`src/rtl/rv_lsu.sv`:
```
// rv_lsu: RV64 load/store unit, initiator of a 64-bit doubleword-indexed data memory port.
// Define RV_LSU_MISALIGN_EN to allow misaligned accesses (two beats across a doubleword boundary).
module rv_lsu #(
    parameter int MEM_RD_LAT = 1
) (
    input  logic        clk,
    input  logic        rst_n,
    input  logic        req_valid_i,
    output logic        req_ready_o,
    input  logic        req_we_i,
    input  logic [2:0]  req_funct3_i,
    input  logic [63:0] req_addr_i,
    input  logic [63:0] req_wdata_i,
    input  logic [4:0]  req_rd_i,
    output logic        resp_valid_o,
    output logic [63:0] resp_rdata_o,
    output logic [4:0]  resp_rd_o,
    output logic        err_o,
    output logic [63:0] mem_addr_o,
    output logic        mem_wr_en_o,
    output logic [7:0]  mem_wr_strobe_o,
    output logic [63:0] mem_wr_data_o,
    output logic        mem_rd_en_o,
    input  logic [63:0] mem_rd_data_i
);
    // Read data is captured in the W states, exactly one cycle after the read beat.
    if (MEM_RD_LAT != 1) begin : g_bad_rd_lat
        $error("rv_lsu: MEM_RD_LAT must be 1");
    end

`ifdef RV_LSU_MISALIGN_EN
    typedef enum logic [2:0] {IDLE, A1, W1, A2, W2, RSP, ERR} state_t;
`else
    typedef enum logic [2:0] {IDLE, A1, W1, RSP, ERR} state_t;
`endif
    state_t state_reg, state_next;

    logic [2:0]  req_off;
    logic [3:0]  req_size;
    logic [7:0]  req_mask;
    logic        req_illegal;
    logic [7:0]  beat1_strobe;
    logic [63:0] beat1_data;
`ifdef RV_LSU_MISALIGN_EN
    logic        req_split;
    logic [7:0]  beat2_strobe;
    logic [63:0] beat2_data;
    logic        split_reg;
    logic [60:0] idx2_reg;
    logic [7:0]  strobe2_reg;
    logic [63:0] data2_reg;
    logic [63:0] lo_reg;
    logic [63:0] load_lo;
    logic [63:0] load_hi;
`else
    logic [3:0]  req_size_m1;
`endif

    logic        we_reg;
    logic [2:0]  funct3_reg;
    logic [2:0]  off_reg;
    logic [4:0]  rd_reg;
    logic [63:0] load_shift;
    logic [63:0] load_result;

    logic [63:0] mem_addr_reg;
    logic        mem_wr_en_reg;
    logic [7:0]  mem_wr_strobe_reg;
    logic [63:0] mem_wr_data_reg;
    logic        mem_rd_en_reg;
    logic [63:0] resp_rdata_reg;
    logic [4:0]  resp_rd_reg;

    always_comb begin
        req_off      = req_addr_i[2:0];
        req_size     = 4'd1 << req_funct3_i[1:0];
        req_mask     = 8'((9'd1 << req_size) - 9'd1);
        req_illegal  = (req_funct3_i == 3'b111) || (req_we_i && req_funct3_i[2]);
        beat1_strobe = req_mask << req_off;
        beat1_data   = req_wdata_i << {req_off, 3'b000};
`ifdef RV_LSU_MISALIGN_EN
        req_split    = ({1'b0, req_off} + req_size) > 4'd8;
        beat2_strobe = req_mask >> (4'd8 - {1'b0, req_off});
        beat2_data   = req_wdata_i >> (7'd64 - {1'b0, req_off, 3'b000});
`else
        req_size_m1  = req_size - 4'd1;
        req_illegal  = req_illegal || ((req_off & req_size_m1[2:0]) != 3'b000);
`endif
    end

    // Load path: shift the (hi, lo) pair down to the addressed byte, then extend.
    always_comb begin
`ifdef RV_LSU_MISALIGN_EN
        load_lo    = (state_reg == W1) ? mem_rd_data_i : lo_reg;
        load_hi    = (state_reg == W2) ? mem_rd_data_i : 64'd0;
        load_shift = 64'({load_hi, load_lo} >> {off_reg, 3'b000});
`else
        load_shift = mem_rd_data_i >> {off_reg, 3'b000};
`endif
        case (funct3_reg[1:0])
            2'd0:    load_result = funct3_reg[2] ? {56'd0, load_shift[7:0]}
                                                 : {{56{load_shift[7]}}, load_shift[7:0]};
            2'd1:    load_result = funct3_reg[2] ? {48'd0, load_shift[15:0]}
                                                 : {{48{load_shift[15]}}, load_shift[15:0]};
            2'd2:    load_result = funct3_reg[2] ? {32'd0, load_shift[31:0]}
                                                 : {{32{load_shift[31]}}, load_shift[31:0]};
            default: load_result = load_shift;
        endcase
    end

    always_ff @(posedge clk or negedge rst_n) begin
        if (!rst_n) begin
            state_reg <= IDLE;
        end else begin
            state_reg <= state_next;
        end
    end

    always_comb begin
        state_next = state_reg;
        case (state_reg)
            IDLE:    if (req_valid_i) state_next = req_illegal ? ERR : A1;
`ifdef RV_LSU_MISALIGN_EN
            A1:      state_next = we_reg ? (split_reg ? A2 : IDLE) : W1;
            W1:      state_next = split_reg ? A2 : RSP;
            A2:      state_next = we_reg ? IDLE : W2;
            W2:      state_next = RSP;
`else
            A1:      state_next = we_reg ? IDLE : W1;
            W1:      state_next = RSP;
`endif
            default: state_next = IDLE;
        endcase
    end

    always_comb begin
        req_ready_o  = (state_reg == IDLE);
        resp_valid_o = (state_reg == RSP);
        err_o        = (state_reg == ERR);
    end

    // Memory-port outputs are loaded on the edge entering a beat state, so they line up with it.
    always_ff @(posedge clk or negedge rst_n) begin
        if (!rst_n) begin
            we_reg            <= 1'b0;
            funct3_reg        <= 3'd0;
            off_reg           <= 3'd0;
            rd_reg            <= 5'd0;
            mem_addr_reg      <= 64'd0;
            mem_wr_en_reg     <= 1'b0;
            mem_wr_strobe_reg <= 8'd0;
            mem_wr_data_reg   <= 64'd0;
            mem_rd_en_reg     <= 1'b0;
            resp_rdata_reg    <= 64'd0;
            resp_rd_reg       <= 5'd0;
`ifdef RV_LSU_MISALIGN_EN
            split_reg         <= 1'b0;
            idx2_reg          <= 61'd0;
            strobe2_reg       <= 8'd0;
            data2_reg         <= 64'd0;
            lo_reg            <= 64'd0;
`endif
        end else begin
            mem_wr_en_reg <= 1'b0;
            mem_rd_en_reg <= 1'b0;
            if (state_reg == IDLE && req_valid_i) begin
                we_reg      <= req_we_i;
                funct3_reg  <= req_funct3_i;
                off_reg     <= req_off;
                rd_reg      <= req_rd_i;
`ifdef RV_LSU_MISALIGN_EN
                split_reg   <= req_split;
                idx2_reg    <= req_addr_i[63:3] + 61'd1;
                strobe2_reg <= beat2_strobe;
                data2_reg   <= beat2_data;
`endif
            end
            if (state_next == A1) begin
                mem_addr_reg      <= {3'b000, req_addr_i[63:3]};
                mem_wr_strobe_reg <= beat1_strobe;
                mem_wr_data_reg   <= beat1_data;
                mem_wr_en_reg     <= req_we_i;
                mem_rd_en_reg     <= ~req_we_i;
            end
`ifdef RV_LSU_MISALIGN_EN
            if (state_next == A2) begin
                mem_addr_reg      <= {3'b000, idx2_reg};
                mem_wr_strobe_reg <= strobe2_reg;
                mem_wr_data_reg   <= data2_reg;
                mem_wr_en_reg     <= we_reg;
                mem_rd_en_reg     <= ~we_reg;
            end
            if (state_reg == W1) begin
                lo_reg <= mem_rd_data_i;
            end
`endif
            if (state_next == RSP) begin
                resp_rdata_reg <= load_result;
                resp_rd_reg    <= rd_reg;
            end
        end
    end

    assign mem_addr_o      = mem_addr_reg;
    assign mem_wr_en_o     = mem_wr_en_reg;
    assign mem_wr_strobe_o = mem_wr_strobe_reg;
    assign mem_wr_data_o   = mem_wr_data_reg;
    assign mem_rd_en_o     = mem_rd_en_reg;
    assign resp_rdata_o    = resp_rdata_reg;
    assign resp_rd_o       = resp_rd_reg;
endmodule

```
`config.mk`:
```
export PLATFORM = sky130hd
export DESIGN_NAME = rv_lsu
export DESIGN_NICKNAME = d
export VERILOG_FILES = /design/src/rtl/rv_lsu.sv
export SDC_FILE = /design/constraint.sdc
export NUM_CORES = 1
export LEC_CHECK = 0
export CORE_AREA = 2 2 162 164
export DETAILED_ROUTE_END_ITERATION = 10
export DIE_AREA = 0 0 164 166
export PLACE_DENSITY = 0.81
export SYNTH_ARGS = -nofsm -noshare
export SYNTH_HDL_FRONTEND = slang
export SYNTH_SLANG_ARGS = --single-unit
```
`constraint.sdc`:
```
create_clock -name clk -period 2.89 [get_ports clk]
set_input_delay 0.4335 -clock clk [delete_from_list [all_inputs] [get_ports clk]]
set_output_delay 0.4335 -clock clk [all_outputs]
set_load 0.05 [all_outputs]
```
# Yosys cells after proc, flatten, opt, wreduce, memory -nomap -nowiden

Index checks and enable logic that the tools add are counted.

Flip-flop bits (word level): 219
Bits of input ports: 204
Output and inout port bits: 210

$add $sub $neg: 2
Equal/unequal tests: 9
Shift-type cells: 5
Mux-type cells: 10
Bitwise logic cells: 2
Reductions and logical operators: 7

Operators with widths:

| cell                | count |
|---|---|
| $mux 64             | 3 |
| $pmux 64 s3         | 1 |
| $shl 64x6->64       | 1 |
| $shr 64x6->64       | 1 |
| $eq 3x2->1 const B  | 3 |
| $pmux 3 s3          | 1 |
| $shl 1x4->8 const A | 1 |
| $shl 8x3->8         | 1 |
| $sub 8x1->8 const B | 1 |
| $eq 3x1->1 const B  | 2 |
| $eq 3x3->1 const B  | 2 |
| $mux 3              | 2 |
| $shl 1x2->4 const A | 1 |
| $and 3x3->3         | 1 |
| $logic_not 3->1     | 1 |
| $reduce_bool 3->1   | 1 |
| $sub 3x1->3 const B | 1 |
| $eq 2x1->1 const B  | 1 |
| $eq 2x2->1 const B  | 1 |
| $logic_and 1x1->1   | 2 |
| $logic_not 2->1     | 1 |
| $logic_or 1x1->1    | 2 |
| $mux 1              | 2 |
| $mux 2              | 1 |
| $not 1->1           | 1 |

# Logic depth before layout (Yosys ltp)

Gate-level depths: netlist of the first run.

Depth after elaboration: 10
Mapped depth: 10

# Least setup slack after synthesis of the first run

Ideal clock, no wire load.

Path kind: reg-to-reg
Start point: register state_reg[1]
End point: register mem_wr_data_reg[13] (netlist: mem_wr_data_o[13])
Setup time: 0.096 ns
Arrival: 2.237 ns
Required time: 2.794 ns
Slack: 0.558 ns
Cell stages (with the launch flop): 10
Path buffers: 5
Path through: dfrtp_1 > buf_2 > nor3_2 > and2_1 > buf_2 > nand2_1 > buf_2 > buf_2 > buf_2 > o31ai_1

Word-level cells in the longest chain between the ends: 3

Ends and longest elaborated chain:

| element                  | RTL line | text |
|---|---|---|
| start: declaration       | 36       | `state_t state_reg, state_next;` |
| start signal: assignment | 115      | `state_reg <= state_next;` |
| $logic_not 3->1          | n/a      |  |
| named net req_ready_o    | 9        | `output logic req_ready_o,` |
| $pmux 3 s3               | 121      | `case (state_reg)` |
| $eq 3x1->1               | 178      | `if (state_next == A1) begin` |
| end signal: assignment   | 181      | `mem_wr_data_reg <= beat1_data;` |
| end: declaration         | 69       | `logic [63:0] mem_wr_data_reg;` |

The timed path passes the listed nets, and every way through them passes these cells.
A chain may end at the register's enable or synchronous reset.

# Final worst setup path of the first run

Start point: register state_reg[1]
End point: output err_o

Word-level cells in the longest chain between the ends: 1

Ends and longest elaborated chain:

| element          | RTL line | text |
|---|---|---|
| $eq 3x3->1       | 139      | `err_o = (state_reg == ERR);` |
| end: declaration | 18       | `output logic err_o,` |

Every way passes these cells.

==> impl_results.md, run 1 <==
- Synthesis-stage register bit count: 219
- Largest net degree at the start of global routing: 67
- I/O pins: 414
- Data required, critical path: 2460 ps
- DR iter-0 viols: 1034
- Max Freq: 399 MHz
- Syn avg cell area: 10.7 sq um
- Vias per inst: 5.82
- Htree depth: 1
- Layout Nets: 1689
- Hold Fails Final Rpt: 0
- Hold buffers post-CTS: 1
- Seq/Total Area, Yosys: 46.3%
- Commonest non-fill, non-tap cell in the layout: clkdlybuf4s50_1
- Crit end category: primary output
- Fill cell count: 1901
- Post-cts resize count: 0
- # clock sinks: 219
- Top_reg_cell synth: dfrtp_1
- Worst EP arrival: 2070 ps
- Post-Synthesis Cell Area: 11800 sq um
- Initial Util: 46.2%
- Layout Utilization: 67.0%
- Longest Clk Path Bufs: 3
- Synth area leader: dfrtp_1
- Vias: 10700
- Lkg Pwr: 7.16 nW
- First-pass GRT wire length: 63700 um
- Period minus WS final: 2500 ps
- Num CTS Buffers: 25
- Placement Rows: 59
- Setup_tns: 0 ps
- TritonCTS clock tree: yes
- Post-Route Skew: 12.8 ps
- CP startpoint kind: register
- Period utilization: 86.6%
- Vias in the first global route: 10900
- Detailed Place HPWL: 32000 um
- Post-synth EDFFs: 0
- Area delta synth->final: 44.9%
- Layout cell share with drive strength beyond 1: 16.2%
- Post-synth ARST share: 100%
- Synthesized instance count: 1107
- RSZ-0062 raised after global routing: no
- Post-CTS setup repair buffer count: 0
- Final GP Congestion: 0.906
- Initial antenna violation count: 2
- Worst-path clk slew: 60 ps
- Die area: 27200 sq um
- TritonRoute pass-1 iters: 5
- Maxcap violations: 0
- Yosys cell types: 49
- Gr usage total: 30.6%
- Rel. slew slack: 26.9%
- Clock root buffer: clkbuf_16
- Worst VDD drop: 0.000862 V
- Final antenna-violating net count: 0
- Power per Cell Area: 1300 nW/um^2
- Max Slew Vio Count: 0
- Chip Width: 164 um
- IO Port Bufs: 410
- Wirelength, routed: 42400 um
- Setup violators final: 0
- Final hold slack: 444 ps
- Ys Warns: 0
- DRC: 0
- Most frequent cells in the layout: 407 x clkdlybuf4s50_1, 217 x dfrtp_1, 111 x nand2_1, 109 x nor2_1, 100 x mux2_2
- Status: finished clean
- Grt total ovfl: 0
- Clock Latency Late Sink: 510 ps
- CORE AREA: 25600 sq um
- Top cells by area, synth: dfrtp_1 46%, mux2_2 9.5%, mux4_2 6.5%
- Hold crit path type: in2async
- Share of the synthesized area in the top cell type: 46.3%
- Worst-margin pin slew: 1090 ps
- WL per Instance: 23.1 um
- CP Class: reg2out
- Die Y: 166 um
- Crit path max fanout: 8
## metal layers
layer / up-vias / GRT usage (%) / share of wire, %
met4: 0 / 14.4 / 5.4
met3: 127 / 8.84 / 10
met5: - / 0 / 0
li1: 4754 / - / -
met2: 568 / 52.2 / 49
met1: 5263 / 35.4 / 35
## final timing paths
check	depth (start not counted)	slack, ps	to	startpoint
setup / recovery	2	390	err_o	state_reg[1]
hold / removal	2	440	resp_rd_o[0]	rst_n
setup reg to reg	5	430	resp_rdata_o[47]	off_reg[1]
hold reg to reg	2	470	resp_rd_o[4]	rd_reg[4]
max in group asynchronous	3	1520	mem_wr_data_o[61]	rst_n
min in group clk	2	470	resp_rd_o[4]	rd_reg[4]
## logic make-up (layout without fill, tap and decap cells)
family,after synthesis,count (layout),synth area share [%]
AOI/OAI and AO/OA,287,287,15.8
buffers and inverters,103,496,4.63
DFF,219,219,46.3
muxes,212,212,22.7
other,1,5,0.0317
and+or+nand+nor,285,285,10.6
## synthesized netlist by cell type, drive strengths merged (3+ instances only)
| library cell | number |
|---|---|
| a211oi | 33 |
| a41o | 8 |
| a31oi | 13 |
| nor3 | 9 |
| a2bb2oi | 8 |
| o31ai | 18 |
| a21o | 3 |
| nor2 | 109 |
| and2 | 11 |
| nor3b | 4 |
| clkbuf | 39 |
| buf | 62 |
| nor2b | 28 |
| o21ai | 57 |
| mux2 | 103 |
| nand2 | 112 |
| a21oi | 96 |
| mux2i | 75 |
| a221oi | 8 |
| mux4 | 34 |
| dfrtp | 219 |
| o22a | 6 |
| o211ai | 12 |
| a22oi | 5 |
| nand3 | 4 |
| o21a | 17 |
| nand2b | 4 |
## where the power goes
group	switching, mW	internal (mW)	leakage (nW)
sequential	1.04	4.54	2.66
combinational	8.52	4.71	4.06
clock	1.30	2.24	0.444
## area by class of cell
cell class | count | area [sq um] | share of cell area, %
clock inverters | 11 | 210 | 1.23
flip-flops and latches | 219 | 5490 | 32.0
clock buffers | 33 | 706 | 4.11
repair buffers | 450 | 4490 | 26.2
well taps | 335 | 419 | 2.44
diodes | 2 | 5.00 | 0.0292
multi-input cells | 787 | 5830 | 34.0
inverters | 2 | 7.51 | 0.0438
## critical path, stage by stage, from the launching register on
cell	delay [ps]
dfrtp_1	460
nor3b_1	250
clkdlybuf4s50_1	850
## per-stage QoR
stage	power, mW	setup slack (ps)	area, sq um	cells
after global routing	23.3	333	17200	1839
after global placement	18.6	344	16200	1792
after detailed placement	18.8	289	16200	1792
final	22.3	386	17200	1839
after CTS	22.4	345	17100	1837
after floorplan	14.2	558	11800	1109
Note: power is estimated with default switching activity, not from simulation.
==> run 2: changes to the inputs <==
PLACE_DENSITY = 0.82   (was 0.81)
clock period = 3.2 ns   (was 2.89 ns; I/O delays follow)
==> impl_results.md, run 2 (synthesis results as in run 1) <==
- Gr usage total: 31.2%
- Hold crit path type: in2async
- Placement Rows: 59
- Fill cell count: 1881
- Chip Width: 164 um
- Worst VDD drop: 0.000946 V
- Max Slew Vio Count: 0
- Die area: 27200 sq um
- Layout Nets: 1680
- Largest net degree at the start of global routing: 98
- Worst-path clk slew: 60 ps
- Maxcap violations: 0
- CORE AREA: 25600 sq um
- Crit end category: primary output
- Max Freq: 394 MHz
- Post-CTS setup repair buffer count: 0
- Clock root buffer: clkbuf_16
- # clock sinks: 219
- I/O pins: 414
- Num CTS Buffers: 24
- RSZ-0062 raised after global routing: no
- DR iter-0 viols: 1025
- Hold buffers post-CTS: 0
- Period minus WS final: 2540 ps
- Initial Util: 46.2%
- Htree depth: 1
- Total power: 20.2 mW
- IO Port Bufs: 410
- Vias in the first global route: 11000
- DRC: 0
- Vias: 10600
- WL per Instance: 23.2 um
- Post-Route Skew: 17.0 ps
- Rel. slew slack: 10.8%
- Met2 usage: 52.8%
- RR Startpoint: off_reg[1]
- Final GP Congestion: 0.959
- Worst setup path start: state_reg[1]
- Hold Fails Final Rpt: 2
- Grt total ovfl: 0
- GR Layer Usage met3: 9.42%
- Violations in the final reports: negative hold slack
- Layout cell share with drive strength beyond 1: 15.9%
- Data required, critical path: 2720 ps
- Initial antenna violation count: 1
- Commonest non-fill, non-tap cell in the layout: clkdlybuf4s50_1
- Area delta synth->final: 44.3%
- Placed Area: 16200 sq um
- Final Cell Area: 17100 sq um
- Lkg Pwr: 7.14 nW
- Crit path max fanout: 8
- Layout Utilization: 66.7%
- Longest Clk Path Bufs: 3
- GR Util met1: 35.9%
- Detailed Place HPWL: 31600 um
- Setup violators final: 0
- Worst-margin pin slew: 1330 ps
- TritonCTS clock tree: yes
- CP Class: reg2out
- Die Y: 166 um
- CP startpoint kind: register
- Status: complete, but fails checks
- Wirelength, routed: 42500 um
- Clock Latency Late Sink: 530 ps
- Worst EP arrival: 2060 ps
- Final antenna-violating net count: 0
- Period utilization: 79.3%
- Final hold slack: -11.2 ps
- TritonRoute pass-1 iters: 6
- Setup_tns: 0 ps
- Most frequent cells in the layout: 407 x clkdlybuf4s50_1, 217 x dfrtp_1, 111 x nand2_1, 109 x nor2_1, 100 x mux2_2
- Power per Cell Area: 1180 nW/um^2
- First-pass GRT wire length: 64900 um
- Vias per inst: 5.82
- Post-cts resize count: 0
- Layer with the highest usage: met2
==> run 2: cell types whose count changed in the layout (fill, tap and decap cells not counted) <==
cell and change:
clkbuf_1 -1, clkinvlp_4 -2, dfrtp_4 -1, dlygate4sd3_1 -1, buf_4 -7, clkinv_2 +3
dfrtp_2 +1, diode_2 -1
==> run 2: per-layer routing <==
| layer | wire length [um] | up-vias | share of wire [%] |
|---|---|---|---|
| met4 | 2330 | 0 | 5.5 |
| li1 | - | 4739 | - |
| met5 | 0 | - | 0 |
| met3 | 4410 | 133 | 10 |
| met1 | 14800 | 5137 | 35 |
| met2 | 20900 | 635 | 49 |
==> run 2: path summary, 6_finish.rpt <==
check,end,slack (ps),depth (start not counted)
max,err_o,660,2
max reg2reg,resp_rdata_o[63],700,4
min reg2reg,resp_rd_o[3],470,2
min,resp_rdata_o[7],-10,1
max in group asynchronous,mem_addr_o[47],2400,2
min in group clk,off_reg[0],410,2
==> run 2: worst max-delay path, cell delays in order (launching register included) <==
cell and delay (ps):
dfrtp_1 460, nor3b_1 230, clkdlybuf4s50_1 850
==> run 2: per-stage QoR <==
stage | cells | setup WS (ps) | hold slack [ps]
final | 1830 | 663 | -11.2
after detailed placement | 1785 | 467 | 457
after CTS | 1829 | 620 | 26.5
after floorplan | 1109 | 868 | 184
after global routing | 1830 | 576 | 51.8
after global placement | 1785 | 513 | 446
==> run 2: final cells by class <==
type                       instances  area (sq um)  area share [%]
sequential                       219          5480            32.1
multi-input combinational        787          5830            34.1
clock buffer                      32           702            4.11
tap                              335           419            2.45
clock inverter                    12           210            1.23
inverter                           2          7.51          0.0440
timing repair buffer             442          4430            25.9
antenna                            1          2.50          0.0147
==> run 2: power breakdown <==
| group | total [mW] | internal [mW] | switching, mW |
|---|---|---|---|
| logic | 11.9 | 4.24 | 7.67 |
| registers | 5.07 | 4.10 | 0.978 |
| clock network | 3.19 | 2.02 | 1.17 |
